`src/rtl/rtc_cfg_seq_pkg.sv`:
```
// Shared constants for the RTC configuration sequencer: RTC register map,
// CTRL/SSTA bit positions and the sequencer state encoding.
package rtc_cfg_pkg;

    localparam logic [7:0] RTC_CTRL_ADDR = 8'h00;
    localparam logic [7:0] RTC_PSCR_ADDR = 8'h04;
    localparam logic [7:0] RTC_CNT_ADDR  = 8'h08;
    localparam logic [7:0] RTC_ALRM_ADDR = 8'h0C;
    localparam logic [7:0] RTC_ISTA_ADDR = 8'h10;
    localparam logic [7:0] RTC_SSTA_ADDR = 8'h14;

    localparam int CTRL_WR_EN = 0;
    localparam int CTRL_TICK  = 1;
    localparam int CTRL_ALRM  = 2;
    localparam int CTRL_OV    = 3;
    localparam int CTRL_NORM  = 4;
    localparam int SSTA_WRDY  = 1;

    localparam logic [3:0] ST_IDLE   = 4'd0;
    localparam logic [3:0] ST_UNLOCK = 4'd1;
    localparam logic [3:0] ST_POLL   = 4'd2;
    localparam logic [3:0] ST_WPSCR  = 4'd3;
    localparam logic [3:0] ST_WCNT   = 4'd4;
    localparam logic [3:0] ST_WALRM  = 4'd5;
    localparam logic [3:0] ST_WCTRL  = 4'd6;
    localparam logic [3:0] ST_RUN    = 4'd7;
    localparam logic [3:0] ST_ISR    = 4'd8;
    localparam logic [3:0] ST_RDCNT  = 4'd9;
    localparam logic [3:0] ST_ERR    = 4'd10;

    // States that own exactly one APB transfer
    function automatic logic is_xfer_state(input logic [3:0] s);
        case (s)
            ST_UNLOCK, ST_POLL, ST_WPSCR, ST_WCNT,
            ST_WALRM, ST_WCTRL, ST_ISR, ST_RDCNT: return 1'b1;
            default:                              return 1'b0;
        endcase
    endfunction

endpackage

```
`src/rtl/rtc_cfg_seq_apb4_mst_xfer.sv`:
```
// Single-transfer APB4 master: accepts one request while idle, runs SETUP then
// ACCESS until pready, and reports completion combinationally on that cycle.
module apb4_mst_xfer #(
    parameter int ADDR_W = 32,
    parameter int DATA_W = 32
) (
    input  logic              clk_i,
    input  logic              rst_i,
    input  logic              i_req,
    input  logic [ADDR_W-1:0] i_addr,
    input  logic              i_wr,
    input  logic [DATA_W-1:0] i_wdata,
    output logic              o_done,
    output logic [DATA_W-1:0] o_rdata,
    output logic              o_err,
    output logic [ADDR_W-1:0] o_paddr,
    output logic              o_psel,
    output logic              o_penable,
    output logic              o_pwrite,
    output logic [DATA_W-1:0] o_pwdata,
    input  logic [DATA_W-1:0] i_prdata,
    input  logic              i_pready,
    input  logic              i_pslverr
);

    logic              r_psel;
    logic              r_penable;
    logic              r_pwrite;
    logic [ADDR_W-1:0] r_paddr;
    logic [DATA_W-1:0] r_pwdata;
    logic              w_done;

    assign w_done    = r_psel & r_penable & i_pready;
    assign o_done    = w_done;
    assign o_err     = w_done & i_pslverr;
    assign o_rdata   = i_prdata;
    assign o_psel    = r_psel;
    assign o_penable = r_penable;
    assign o_pwrite  = r_pwrite;
    assign o_paddr   = r_paddr;
    assign o_pwdata  = r_pwdata;

    // APB phase sequencing; address/data held from SETUP through completion
    always_ff @(posedge clk_i) begin
        if (rst_i) begin
            r_psel    <= 1'b0;
            r_penable <= 1'b0;
            r_pwrite  <= 1'b0;
            r_paddr   <= {ADDR_W{1'b0}};
            r_pwdata  <= {DATA_W{1'b0}};
        end else if (!r_psel) begin
            if (i_req) begin
                r_psel   <= 1'b1;
                r_paddr  <= i_addr;
                r_pwrite <= i_wr;
                r_pwdata <= i_wdata;
            end
        end else if (!r_penable) begin
            r_penable <= 1'b1;
        end else if (i_pready) begin
            r_psel    <= 1'b0;
            r_penable <= 1'b0;
        end
    end

endmodule

```
`src/rtl/rtc_cfg_seq.sv`:
```
// RTC configuration sequencer: unlocks and programs the RTC over APB4, then
// services interrupts (ISTA read-to-clear) and counter read requests.
module rtc_cfg_seq #(
    parameter int ADDR_W   = 32,
    parameter int DATA_W   = 32,
    parameter int POLL_MAX = 64
) (
    input  logic              clk_i,
    input  logic              rst_i,
    input  logic              start_i,
    input  logic [DATA_W-1:0] pscr_i,
    input  logic [DATA_W-1:0] cnt_i,
    input  logic [DATA_W-1:0] alrm_i,
    input  logic [3:0]        en_i,
    input  logic              irq_i,
    input  logic              rd_req_i,
    output logic              busy_o,
    output logic              done_o,
    output logic              err_o,
    output logic [2:0]        ista_o,
    output logic              ista_vld_o,
    output logic [DATA_W-1:0] cnt_o,
    output logic              cnt_vld_o,
    output logic [ADDR_W-1:0] paddr_o,
    output logic              psel_o,
    output logic              penable_o,
    output logic              pwrite_o,
    output logic [DATA_W-1:0] pwdata_o,
    input  logic [DATA_W-1:0] prdata_i,
    input  logic              pready_i,
    input  logic              pslverr_i
);
    import rtc_cfg_pkg::*;

    localparam int            PW       = $clog2(POLL_MAX + 1);
    localparam logic [PW-1:0] POLL_LIM = PW'(POLL_MAX);

    logic [3:0]        r_state, w_next;
    logic              r_issued;
    logic [PW-1:0]     r_poll, w_poll_inc;
    logic [DATA_W-1:0] r_pscr, r_cnt, r_alrm;
    logic [3:0]        r_en;
    logic              r_rd_pend;
    logic [1:0]        r_irq_hold;
    logic              r_busy, r_done, r_err, r_ista_vld, r_cnt_vld;
    logic [2:0]        r_ista;
    logic [DATA_W-1:0] r_cnt_rd;

    logic              w_req, w_wr, w_xdone, w_xerr, w_irq_ok, w_rd_any;
    logic [ADDR_W-1:0] w_addr;
    logic [DATA_W-1:0] w_wdata, w_rdata, w_ctrl_word;

    assign w_poll_inc = r_poll + PW'(1);
    // The first 2 cycles after an ISTA read see a stale irq level
    assign w_irq_ok   = irq_i && (r_irq_hold == 2'd0);
    assign w_rd_any   = rd_req_i || r_rd_pend;

    assign busy_o     = r_busy;
    assign done_o     = r_done;
    assign err_o      = r_err;
    assign ista_o     = r_ista;
    assign ista_vld_o = r_ista_vld;
    assign cnt_o      = r_cnt_rd;
    assign cnt_vld_o  = r_cnt_vld;

    apb4_mst_xfer #(.ADDR_W(ADDR_W), .DATA_W(DATA_W)) u_xfer (
        .clk_i     (clk_i),
        .rst_i     (rst_i),
        .i_req     (w_req),
        .i_addr    (w_addr),
        .i_wr      (w_wr),
        .i_wdata   (w_wdata),
        .o_done    (w_xdone),
        .o_rdata   (w_rdata),
        .o_err     (w_xerr),
        .o_paddr   (paddr_o),
        .o_psel    (psel_o),
        .o_penable (penable_o),
        .o_pwrite  (pwrite_o),
        .o_pwdata  (pwdata_o),
        .i_prdata  (prdata_i),
        .i_pready  (pready_i),
        .i_pslverr (pslverr_i)
    );

    // Final CTRL word: enables on, write-enable (lock) bit cleared
    always_comb begin
        w_ctrl_word            = {DATA_W{1'b0}};
        w_ctrl_word[CTRL_TICK] = r_en[0];
        w_ctrl_word[CTRL_ALRM] = r_en[1];
        w_ctrl_word[CTRL_OV]   = r_en[2];
        w_ctrl_word[CTRL_NORM] = r_en[3];
    end

    // Per-state APB request decode; one request is issued per state visit
    always_comb begin
        w_wr    = 1'b0;
        w_addr  = ADDR_W'(RTC_CTRL_ADDR);
        w_wdata = {DATA_W{1'b0}};
        case (r_state)
            ST_UNLOCK: begin w_wr = 1'b1; w_wdata = DATA_W'(1) << CTRL_WR_EN; end
            ST_POLL:   w_addr = ADDR_W'(RTC_SSTA_ADDR);
            ST_WPSCR:  begin w_wr = 1'b1; w_addr = ADDR_W'(RTC_PSCR_ADDR); w_wdata = r_pscr; end
            ST_WCNT:   begin w_wr = 1'b1; w_addr = ADDR_W'(RTC_CNT_ADDR);  w_wdata = r_cnt;  end
            ST_WALRM:  begin w_wr = 1'b1; w_addr = ADDR_W'(RTC_ALRM_ADDR); w_wdata = r_alrm; end
            ST_WCTRL:  begin w_wr = 1'b1; w_wdata = w_ctrl_word; end
            ST_ISR:    w_addr = ADDR_W'(RTC_ISTA_ADDR);
            ST_RDCNT:  w_addr = ADDR_W'(RTC_CNT_ADDR);
            default:   w_wr = 1'b0;
        endcase
        w_req = is_xfer_state(r_state) && !r_issued;
    end

    // Next-state logic; any slave error on a completing transfer ends in ERR
    always_comb begin
        w_next = r_state;
        case (r_state)
            ST_IDLE, ST_ERR: begin
                if (start_i) w_next = ST_UNLOCK;
                else         w_next = r_state;
            end
            ST_UNLOCK, ST_WPSCR, ST_WCNT, ST_WALRM, ST_WCTRL, ST_ISR, ST_RDCNT: begin
                if (!w_xdone)                 w_next = r_state;
                else if (w_xerr)              w_next = ST_ERR;
                else if (r_state == ST_WCTRL) w_next = ST_RUN;
                else if (r_state == ST_ISR)   w_next = ST_RUN;
                else if (r_state == ST_RDCNT) w_next = ST_RUN;
                else                          w_next = r_state + 4'd1;
            end
            ST_POLL: begin
                if (!w_xdone)                   w_next = ST_POLL;
                else if (w_xerr)                w_next = ST_ERR;
                else if (w_rdata[SSTA_WRDY])    w_next = ST_WPSCR;
                else if (w_poll_inc == POLL_LIM) w_next = ST_ERR;
                else                            w_next = ST_POLL;
            end
            ST_RUN: begin
                if (start_i)       w_next = ST_UNLOCK;
                else if (w_irq_ok) w_next = ST_ISR;
                else if (w_rd_any) w_next = ST_RDCNT;
                else               w_next = ST_RUN;
            end
            default: w_next = ST_IDLE;
        endcase
    end

    // State, captured configuration, status outputs and pending-request tracking
    always_ff @(posedge clk_i) begin
        if (rst_i) begin
            r_state    <= ST_IDLE;
            r_issued   <= 1'b0;
            r_poll     <= {PW{1'b0}};
            r_pscr     <= {DATA_W{1'b0}};
            r_cnt      <= {DATA_W{1'b0}};
            r_alrm     <= {DATA_W{1'b0}};
            r_en       <= 4'd0;
            r_rd_pend  <= 1'b0;
            r_irq_hold <= 2'd0;
            r_busy     <= 1'b0;
            r_done     <= 1'b0;
            r_err      <= 1'b0;
            r_ista     <= 3'd0;
            r_ista_vld <= 1'b0;
            r_cnt_rd   <= {DATA_W{1'b0}};
            r_cnt_vld  <= 1'b0;
        end else begin
            r_state    <= w_next;
            r_busy     <= (w_next != ST_IDLE) && (w_next != ST_RUN);
            r_done     <= (r_state == ST_WCTRL) && (w_next == ST_RUN);
            r_ista_vld <= 1'b0;
            r_cnt_vld  <= 1'b0;

            if (w_xdone)    r_issued <= 1'b0;
            else if (w_req) r_issued <= 1'b1;

            if ((w_next == ST_UNLOCK) && (r_state != ST_UNLOCK)) begin
                r_pscr <= pscr_i;
                r_cnt  <= cnt_i;
                r_alrm <= alrm_i;
                r_en   <= en_i;
                r_poll <= {PW{1'b0}};
                r_err  <= 1'b0;
            end else if ((r_state == ST_POLL) && w_xdone) begin
                r_poll <= w_poll_inc;
            end

            if ((w_next == ST_ERR) && (r_state != ST_ERR)) r_err <= 1'b1;

            if ((r_state == ST_ISR) && w_xdone && !w_xerr) begin
                r_ista     <= w_rdata[2:0];
                r_ista_vld <= 1'b1;
                r_irq_hold <= 2'd2;
            end else if (r_irq_hold != 2'd0) begin
                r_irq_hold <= r_irq_hold - 2'd1;
            end

            if ((r_state == ST_RDCNT) && w_xdone && !w_xerr) begin
                r_cnt_rd  <= w_rdata;
                r_cnt_vld <= 1'b1;
            end

            if ((r_state == ST_RUN) && (w_next == ST_RDCNT)) r_rd_pend <= 1'b0;
            else if (rd_req_i)                               r_rd_pend <= 1'b1;
        end
    end

endmodule
```
`config.mk`:
```
export PLATFORM = sky130hd
export DESIGN_NAME = rtc_cfg_seq
export DESIGN_NICKNAME = d
export VERILOG_FILES = /design/src/rtl/rtc_cfg_seq_pkg.sv /design/src/rtl/rtc_cfg_seq_apb4_mst_xfer.sv /design/src/rtl/rtc_cfg_seq.sv
export SDC_FILE = /design/constraint.sdc
export NUM_CORES = 1
export LEC_CHECK = 0
export CAP_MARGIN = 25
export CORE_MARGIN = 3
export CORE_UTILIZATION = 35
export DETAILED_ROUTE_END_ITERATION = 8
export SYNTH_ARGS = -nofsm -noshare
export SYNTH_HDL_FRONTEND = slang
export SYNTH_HIERARCHICAL = 1
export SYNTH_SLANG_ARGS = --single-unit
```
`constraint.sdc`:
```
create_clock -name clk_i -period 7.8 [get_ports clk_i]
set_input_delay 1.17 -clock clk_i [delete_from_list [all_inputs] [get_ports clk_i]]
set_output_delay 1.17 -clock clk_i [all_outputs]
set_load 0.01 [all_outputs]
```
## Yosys cells after proc, flatten, opt, wreduce, memory -nomap -nowiden

Memories as Yosys holds them, arrays and structs flattened. A register that Yosys moved wholly into a read port is not among the register bits.
Cells that the tools add are included.

- Register bits after elaboration: 222
- ROM bits: 16
- Bits of input ports: 139
- Output and inout bits: 107
- Logic and storage cells: 106
- Memories: 1

Memory list:

| name | depth | bits a word | read ports | clocked after Yosys merged registers in | write ports | RTL line | source |
|---|---|---|---|---|---|---|---|
| (no name shown) | 16 | 1 | 1 | 1 | 0 | rtc_cfg_seq_pkg.sv:33 | `case (s)` |

- Add/sub/neg operators: 3
- Eq/ne operators: 18
- Mux-type cells: 28
- Bitwise logic cells: 4
- Reduce and logical (&&, ||, !) cells: 30

Operators with widths:

| operator | count |
|---|---|
| case mux 32 bit (5 select lines) | 1 |
| 2-to-1 mux 4 bit | 14 |
| case mux 5 bit (5 select lines) | 1 |
| equality test 4 x 3 -> 1 bit, second input constant | 5 |
| equality test 4 bit, second input constant | 5 |
| case mux 4 bit (4 select lines) | 1 |
| logical AND 1 bit | 12 |
| OR reduction 2 bit | 6 |
| 2-to-1 mux 1 bit | 9 |
| equality test 4 x 1 -> 1 bit, second input constant | 2 |
| equality test 4 x 2 -> 1 bit, second input constant | 2 |
| adder 7 x 1 -> 7 bit, second input constant | 1 |
| equality test 7 bit, second input constant | 1 |
| OR reduction 7 bit | 1 |
| nonzero test 2 bit | 3 |
| OR reduction 5 bit | 1 |
| adder 4 x 1 -> 4 bit, second input constant | 1 |
| logical NOT 4 bit | 1 |
| 2-to-1 mux 2 bit | 2 |
| inequality test 4 x 1 -> 1 bit, second input constant | 1 |
| inequality test 4 x 3 -> 1 bit, second input constant | 1 |
| inequality test 4 bit, second input constant | 1 |
| nonzero test 4 bit | 1 |
| AND 1 bit | 3 |
| 6 further kinds | 7 |

## Logic depth before layout (Yosys ltp)

Gate-level depths: netlist of run 1.

- Word-level depth: 11
- Depth in mapped cells: 14
- Depth with buffers taken out: 9

## Hierarchy

Netlist of run 1, hierarchy kept.

By module, submodules not included:

| module | instances | cells an instance | area an instance (um2) |
|---|---|---|---|
| rtc_cfg_seq | 1 | 839 | 6551.3 |
| apb4_mst_xfer | 1 | 336 | 3273.1 |

## Worst setup path after synthesis of run 1

OpenSTA, ideal clock, no wires.

- Path type: input -> register
- Start point: in pready_i
- End point: reg r_pscr[17]
- Arrival time: 3.050 ns
- Data required time: 7.668 ns
- Slack: 4.618 ns
- Cell stages on the path: 12
- Buffers on the path: 4
- Path through: and3_4 -> and4bb_1 -> and3_1 -> o21ai_0 -> o311a_1 -> buf_6 -> and4b_1 -> buf_6 -> buf_6 -> buf_6 -> nand2_1 -> a21oi_1

- Longest elaborated chain between the ends: 7

RTL lines:

| element | RTL line | source |
|---|---|---|
| start, declared | rtc_cfg_seq.sv:30 | `input logic pready_i,` |
| AND 1 bit * | rtc_cfg_seq_apb4_mst_xfer.sv:33 | `assign w_done = r_psel & r_penable & i_pready;` |
| AND 1 bit | rtc_cfg_seq_apb4_mst_xfer.sv:35 | `assign o_err = w_done & i_pslverr;` |
| 2-to-1 mux 4 bit, on equally long branches | rtc_cfg_seq.sv:132, rtc_cfg_seq.sv:124 |  |
| 2-to-1 mux 4 bit, on equally long branches | rtc_cfg_seq.sv:131, rtc_cfg_seq.sv:123 |  |
| case mux 4 bit (4 select lines) * | rtc_cfg_seq.sv:117 | `case (r_state)` |
| equality test 4 x 1 -> 1 bit * | rtc_cfg_seq.sv:176 | `if ((w_next == ST_UNLOCK) && (r_state != ST_UNLOCK)) begin` |
| logical AND 1 bit * | rtc_cfg_seq.sv:176 |  |
| end signal, assigned | rtc_cfg_seq.sv:153 | `r_pscr <= {DATA_W{1'b0}};` |
| end signal, assigned | rtc_cfg_seq.sv:177 | `r_pscr <= pscr_i;` |
| end, declared | rtc_cfg_seq.sv:41 | `logic [DATA_W-1:0] r_pscr, r_cnt, r_alrm;` |

Every way passes the cells marked *; elsewhere a longest branch is shown, timed or not.
A chain may end at the register's enable or synchronous reset.

## Worst setup path in the final report of run 1

- Start point: in pready_i
- End point: reg r_cnt[3]

- Longest elaborated chain between the ends: 7

RTL lines:

| element | RTL line | source |
|---|---|---|
| AND 1 bit * | rtc_cfg_seq_apb4_mst_xfer.sv:33 |  |
| named net w_xdone | rtc_cfg_seq.sv:49 | `logic w_req, w_wr, w_xdone, w_xerr, w_irq_ok, w_rd_any;` |
| AND 1 bit * | rtc_cfg_seq_apb4_mst_xfer.sv:35 |  |
| named net w_xerr | rtc_cfg_seq.sv:49 |  |
| 2-to-1 mux 4 bit, on equally long branches | rtc_cfg_seq.sv:132, rtc_cfg_seq.sv:124 |  |
| 2-to-1 mux 4 bit, on equally long branches | rtc_cfg_seq.sv:131, rtc_cfg_seq.sv:123 |  |
| case mux 4 bit (4 select lines) * | rtc_cfg_seq.sv:117 |  |
| equality test 4 x 1 -> 1 bit * | rtc_cfg_seq.sv:176 |  |
| logical AND 1 bit * | rtc_cfg_seq.sv:176 |  |
| end signal, assigned | rtc_cfg_seq.sv:154 | `r_cnt <= {DATA_W{1'b0}};` |
| end signal, assigned | rtc_cfg_seq.sv:178 | `r_cnt <= cnt_i;` |
| end, declared | rtc_cfg_seq.sv:41 |  |

Mark *: on every way through the listed nets, which the timed path passes. The rest lies on a longest branch.

==> results of run 1 <==
[layout by cell type, fill, tap and decap left out, types with 23 or more instances in the layout]
| master | instances |
|---|---|
| nand2b_1 | 71 |
| inv_1 | 32 |
| nor2_1 | 23 |
| nand2_1 | 273 |
| dfxtp_1 | 222 |
| clkdlybuf4s50_1 | 244 |
| a222oi_1 | 27 |
| clkbuf_16 | 27 |
| o21ai_1 | 57 |
| a21oi_1 | 142 |
| nand4bb_1 | 66 |
| conb_1 | 29 |
[state kept, by name (all words and copies together), names as in the netlist, 3 cells and up, named ones only]
register         count
cnt_o               32
ista_o               3
r_alrm              32
r_cnt               32
r_en                 4
r_poll               7
r_pscr              32
r_state              4
u_xfer/o_paddr      32
u_xfer/o_pwdata     32
[through the flow]
| step | instances | setup WS, ns | hold WS (ns) |
|---|---|---|---|
| final | 1750 | 3.606 | 0.4520 |
| after global routing | 1750 | 3.300 | 0.4689 |
| after CTS | 1746 | 3.641 | 0.4536 |
| after detailed placement | 1699 | 3.095 | 0.4396 |
| after global placement | 1699 | 3.220 | 0.4291 |
| after floorplan | 1203 | 4.618 | 0.4162 |
[power by group through the flow]
stage / clock [mW] / combinational, mW / sequential [mW]
finish: 1.16 / 0.441 / 1.27
global route: 1.23 / 0.489 / 1.28
CTS: 1.19 / 0.435 / 1.27
detailed placement: 0 / 0.434 / 1.30
global placement: 0 / 0.429 / 1.29
floorplan: 0 / 0.301 / 1.29
[worst min-delay path, stage by stage (launching register included)]
cell and delay [ns]:
dfxtp_1 0.30, nand2_1 0.05, a21oi_1 0.05
[layout make-up]
type | count | area, um^2
diodes | 3 | 7.507
clock buffers | 40 | 784.5
clock inverters | 7 | 37.54
fillers | 2671 | 14200
inverters | 32 | 120.1
multi-input cells | 815 | 4599
flip-flops and latches | 223 | 4466
well taps | 372 | 465.4
repair buffers | 258 | 2571
[cells by family (layout without fill, tap and decap cells)]
family,count (synthesis),in the layout
and+or+nand+nor,500,500
AOI/OAI and AO/OA,271,271
DFF,223,223
buffers and inverters,165,337
xor gates and xnor gates,6,6
adders and majority gates,5,5
muxes,4,4
other,1,32
[layer usage]
metal | vias to the layer above | global-route usage, % | part of all wire [%]
met5 | - | 0 | 0.045
met4 | 2 | 5.439 | 2.5
met3 | 37 | 3.570 | 5.8
met2 | 246 | 27.68 | 43
met1 | 3971 | 26.36 | 49
li1 | 4318 | - | -
[how the worst max path moves through the flow]
stage                         from         end  slack, ns  cells past startpoint
after floorplan           pready_i  r_pscr[17]       4.62                     12
after global placement    pready_i   r_cnt[12]       3.22                     10
after detailed placement  pready_i  r_alrm[18]       3.10                     10
after CTS                 pready_i  r_alrm[18]       3.64                     10
after global routing      pready_i  r_pscr[11]       3.30                     11
final                     pready_i    r_cnt[3]       3.61                     11
==> metrics.md, run 1 <==
| Metric | Value |
|---|---|
| Final hold violations | `0` |
| Area grow syn2layout | `32.85%` |
| Post-Synth Simple-Gate Area | `27.78%` |
| Setup_tns | `0 ns` |
| R2r startpoint | `r_state[0]` |
| P_int | `2.108 mW` |
| Clock root buffer master | `clkbuf_16` |
| Hold Path Origin | `cnt_o[5]` |
| Worst Hold Path EP | `cnt_o[5]` |
| # DRC | `0` |
| NetSw | `between 700 and 800 uW` |
| Dominant register cell in the synthesized netlist | `dfxtp_1` |
| IO Pins | `246` |
| Post-CTS setup buffer count | `0` |
| Period utilization | `53.77%` |
| Gate power share | `15.4%` |
| Max_cap viols | `0` |
| R2R Setup Slk | `roughly 4.0 ns` |
| Largest delay share family, worst path | `simple AND/OR/NAND/NOR gates` |
| Post-synthesis register bit count | `around 220` |
| Global-route wire length before repair | `45.60 mm` |
| CP arrival | `4.63 ns` |
| Initial antenna violation count | `4` |
| PnR Total Power | `2.869 mW` |
| Sw frac | `26.53%` |
| RSZ-0062 raised after global routing | `false` |
| Nature of the critical path endpoint | `flop` |
| Post-synth top cells | `nand2_1 (273), dfxtp_1 (223), a21oi_1 (142)` |
| Max-slew headroom | `32.53%` |
| CP max-delay cell | `and4b_4` |
| GRT Resource Usage Total | `~18%` |
| Status | `completed` |
| Post-Synth Adder-Cell Area | `0.6368%` |
| # rows | `60` |
| # clock sinks | `between 200 and 250` |
| Core area | `~27000 um^2` |
| Routed len/inst | `16.45 um` |
| Seq/Total Area, Yosys | `45.44%` |
| Final Wtd Congestion | `0.8323` |
| CP Launch Type | `primary input` |
| Largest area contributor in the netlist | `dfxtp_1` |
| Number of buffers and inverters on the critical path | `2` |
| Yosys warning count | `6` |
| Max VDD drop | `0.1512 mV` |
| Gr ovfl total | `0` |
| Netlist cell types | `54` |
| Vias/cell | `between 4 and 5` |
| CTS H-tree depth | `1` |
| Inserted Clock Buffers | `26` |
| Final min period | `4.194 ns` |
| Number of synthesized flops with an enable pin | `0` |
| Most frequent cell after synthesis | `nand2_1` |
| Fmax | `238.4 MHz` |
| Nets | `1500` |
| Fraction of layout cells with a size suffix above 1 | `5.091%` |
| Die Wd | `173.5 um` |
| Mean Syn Cell Area | `8.361 um^2` |
| CP Max Fanout | `54` |
| Vias in the first global route | `8315` |
| Critical path, cell by cell | `clkdlybuf4s50_1, and3_4, and2_1, nor2b_1, nand4b_1, o21ai_0, o221ai_1, and4b_4, buf_4, nand2_1, a21oi_1` |
| Clock slew at reported path FFs | `roughly 0.06 ns` |
| Share of synthesized area spent on multiplexers | `0.4075%` |
| Setup violators final | `0` |
| Worst R2R End | `r_cnt[3]` |
| Finished Cell Area | `13050 um^2` |
| Total iterations of the first detailed-routing run | `5` |
| CTS tree | `done` |
| Synth Area in Compound Gates | `between 15 and 20%` |
| Hold WC Path Type | `flop to flop` |
| Largest family of logic cells by synthesized area | `simple AND/OR/NAND/NOR gates` |
| Hold buffers post-CTS | `0` |
| Post-CTS Resized | `0` |
| Placed Area | `12190 um^2` |
| R2r worst-path depth | `9` |
| Longest Clk Path Bufs | `3` |
| DRT iter0 DRCs | `roughly 660` |
| Cells after Synth | `1175` |
| Final Max Tran Viols | `0` |
| Worst skew pair latency | `0.52 ns` |
| Die area | `roughly 30000 um^2` |
| Lkg Pwr | `4.693 nW` |
| Max stage delay on crit path | `0.88 ns` |
| Clk pwr share | `40.4%` |
| Power Dens Cells | `219.8 nW/um^2` |
| Final WL | `28.79 mm` |
| Top cell type's share of synthesized area | `45.44%` |
| Clk_skew | `0.01232 ns` |
| Seq pwr share | `44.3%` |
| Vias | `8574` |
| FFs w/ async S/R, synth | `0%` |
| Crit Path Class | `primary input to flop` |
| Worst endpoint required time | `8.24 ns` |
| IO buf count | `between 200 and 250` |
| Post-Syn Area | `9824 um^2` |
| XOR/XNOR Fraction of Synth Area | `0.5349%` |
| Initial Utilization | `36.05%` |
| Final design utilization | `between 40% and 50%` |
| Synth top area cells | `dfxtp_1 (45%), nand2_1 (10%), nand4bb_1 (7.6%)` |
| Hold depth | `2` |
| HPWL after DPL | `around 19 mm` |
| Largest net degree at the start of global routing | `110` |
| Die Ht | `173.5 um` |
| Routed Antenna Nets | `0` |
| Slew of the pin with the lowest slew margin | `roughly 1.0 ns` |
Power figures use the tool's default switching activity.
==> run 2: changes to the inputs <==
==> constraint.sdc (replaced) <==
create_clock -name clk_i -period 3.4 [get_ports clk_i]
set_input_delay 0.51 -clock clk_i [delete_from_list [all_inputs] [get_ports clk_i]]
set_output_delay 0.51 -clock clk_i [all_outputs]
set_load 0.01 [all_outputs]
==> metrics.md, run 2 (synthesis results as in run 1) <==
| Metric | Value |
|---|---|
| Nature of the critical path endpoint | `flop (unchanged)` |
| IO Pins | `246 (unchanged)` |
| Final min period | `2.905 ns` |
| Hold depth | `2 (unchanged)` |
| Worst skew pair latency | `0.52 ns (about the same)` |
| Final hold violations | `0 (unchanged)` |
| Core area | `27250 um^2 (unchanged)` |
| Clock slew at reported path FFs | `0.06 ns (about the same)` |
| Gr ovfl total | `0 (unchanged)` |
| R2r startpoint | `r_state[0] (unchanged)` |
| RSZ-0062 raised after global routing | `false (unchanged)` |
| Worst setup endpoint | `r_cnt[8] (was r_cnt[3])` |
| Hold WC Path Type | `flop to flop (unchanged)` |
| Routed Antenna Nets | `0 (unchanged)` |
| CP Launch Type | `flop (was primary input)` |
| Clock root buffer master | `clkbuf_16 (unchanged)` |
| Die area | `30120 um^2 (unchanged)` |
| PnR Total Power | `6.738 mW (was 2.869 mW)` |
| Setup_tns | `0 ns (unchanged)` |
| Inserted Clock Buffers | `26 (unchanged)` |
| IO buf count | `245 (unchanged)` |
| Max layer used | `met5 (unchanged)` |
| Vias in the first global route | `8122 (was 8315)` |
| # DRC | `0 (unchanged)` |
| GRT Resource Usage Total | `18.27% (was 18.29%)` |
| Longest Clk Path Bufs | `3 (unchanged)` |
| Clk_skew | `0.007142 ns (was 0.01232 ns)` |
| CP arrival | `3.35 ns (was 4.63 ns)` |
| # clock sinks | `223 (unchanged)` |
| Hold buffers post-CTS | `0 (unchanged)` |
| Area grow syn2layout | `35.21% (was 32.85%)` |
| Metal2 WL | `12.38 mm (was 12.36 mm)` |
| Period utilization | `roughly 85%` |
| HPWL after DPL | `19.59 mm (was 18.58 mm)` |
| CTS H-tree depth | `1 (unchanged)` |
| Final Max Tran Viols | `0 (unchanged)` |
| Vias/cell | `4.939 (was 4.899)` |
| Post-CTS Resized | `0 (unchanged)` |
| WL met3 | `1.793 mm (was 1.664 mm)` |
| Setup violators final | `0 (unchanged)` |
| Worst R2R End | `r_cnt[8] (was r_cnt[3])` |
| Power Dens Cells | `507.2 nW/um^2 (was 219.8 nW/um^2)` |
| Max VDD drop | `0.2969 mV (was 0.1512 mV)` |
| Status | `completed (unchanged)` |
| # rows | `60 (unchanged)` |
| M1 WL | `14.06 mm (was 14.03 mm)` |
| Max_cap viols | `0 (unchanged)` |
| Fmax | `344.2 MHz` |
| CTS tree | `done (unchanged)` |
| Initial Utilization | `36.05% (unchanged)` |
| Crit Path Class | `flop to flop (was primary input to flop)` |
| DRT iter0 DRCs | `630 (was 663)` |
| Fraction of layout cells with a size suffix above 1 | `6.313% (was 5.091%)` |
| Final Wtd Congestion | `0.8230 (was 0.8323)` |
| Worst endpoint required time | `3.85 ns (was 8.24 ns)` |
| Die Ht | `173.5 um (unchanged)` |
| Post-CTS setup buffer count | `0 (unchanged)` |
| Commonest non-fill, non-tap cell in the layout | `nand2_1 (unchanged)` |
| Lkg Pwr | `4.821 nW (was 4.693 nW)` |
| Die Wd | `173.5 um (unchanged)` |
| Routed len/inst | `16.36 um (was 16.45 um)` |
| Total iterations of the first detailed-routing run | `5 (unchanged)` |
| R2r worst-path depth | `10 (was 9)` |
| Initial antenna violation count | `2 (was 4)` |
| Max-slew headroom | `48.76% (was 32.53%)` |
| Nets | `1519 (was 1500)` |
| Global-route wire length before repair | `45.59 mm (was 45.60 mm)` |
| Commonest non-fill, non-tap cells in the layout | `nand2_1 (273), clkdlybuf4s50_1 (244), dfxtp_1 (222), a21oi_1 (142), nand2b_1 (71) (unchanged)` |
| Worst Setup SP | `r_state[0] (was pready_i)` |
| Vias | `8728 (was 8574)` |
| Largest net degree at the start of global routing | `110 (unchanged)` |
| Slew of the pin with the lowest slew margin | `0.7628 ns (was 1.012 ns)` |
| R2R Setup Slk | `0.50 ns (was 3.97 ns)` |
| Final WL | `28.90 mm (was 28.79 mm)` |
| CP Max Fanout | `32 (was 54)` |
==> run 2: metrics by stage <==
stage          utilization, %  setup slack, ns  instances  hold WS [ns]  instance area, um^2
3_5_place_dp            45.67           0.2566       1719        0.4340                12440
6_report                48.75           0.4950       1767        0.4515                13280
3_3_place_gp            45.67           0.3101       1719        0.4267                12440
2_1_floorplan               -           0.7490       1203        0.4162                 9930
5_1_grt                 48.75           0.2444       1767        0.4593                13280
4_1_cts                 48.74           0.5052       1766        0.4479                13280
==> run 2: worst max-delay path, cell delays in order, from the launching register on <==
cell      delay (ns)
dfxtp_1         0.52
inv_1           0.11
ha_1            0.33
nor2_1          0.27
a21oi_1         0.14
nand2_1         0.22
o221ai_1        0.24
and4b_4         0.54
buf_12          0.23
nand2_1         0.08
a21oi_1         0.13
==> run 2: layout make-up <==
cell class | count | area, um^2
diodes | 1 | 2.502
flip-flops and latches | 223 | 4466
multi-input cells | 815 | 4599
inverters | 32 | 120.1
repair buffers | 277 | 2794
clock buffers | 40 | 774.5
clock inverters | 7 | 62.56
fillers | 2664 | 13970
well taps | 372 | 465.4
==> run 2: report_power, final <==
group          switching [mW]  internal [mW]
registers               0.103           2.81
clock network            1.08           1.63
logic                   0.587          0.525
==> run 2: how the worst min path moves through the flow <==
stage,startpoint,to,slack [ns]
2_1_floorplan,r_irq_hold[0],r_irq_hold[0],0.42
3_3_place_gp,r_irq_hold[0],r_irq_hold[0],0.43
3_5_place_dp,r_irq_hold[0],r_irq_hold[0],0.43
4_1_cts,r_irq_hold[0],r_irq_hold[0],0.45
5_1_grt,r_irq_hold[0],r_irq_hold[0],0.46
6_report,cnt_o[8],cnt_o[8],0.45
==> run 2: layer usage <==
layer	vias to the layer above	global-route usage [%]
li1	4366	-
met1	4051	27.20
met2	271	26.83
met3	38	3.482
met4	2	5.101
met5	-	0
==> run 3: changes to the inputs <==
--- a/config.mk
+++ b/config.mk
@@ -8,6 +8,7 @@
 export CAP_MARGIN = 25
 export CORE_MARGIN = 3
 export CORE_UTILIZATION = 35
+export CTS_CLUSTER_SIZE = 12
 export DETAILED_ROUTE_END_ITERATION = 8
 export SYNTH_ARGS = -nofsm -noshare
 export SYNTH_HDL_FRONTEND = slang
==> results of run 3 <==
No change in the layout: final DEF, timing and power equal those of run 2.
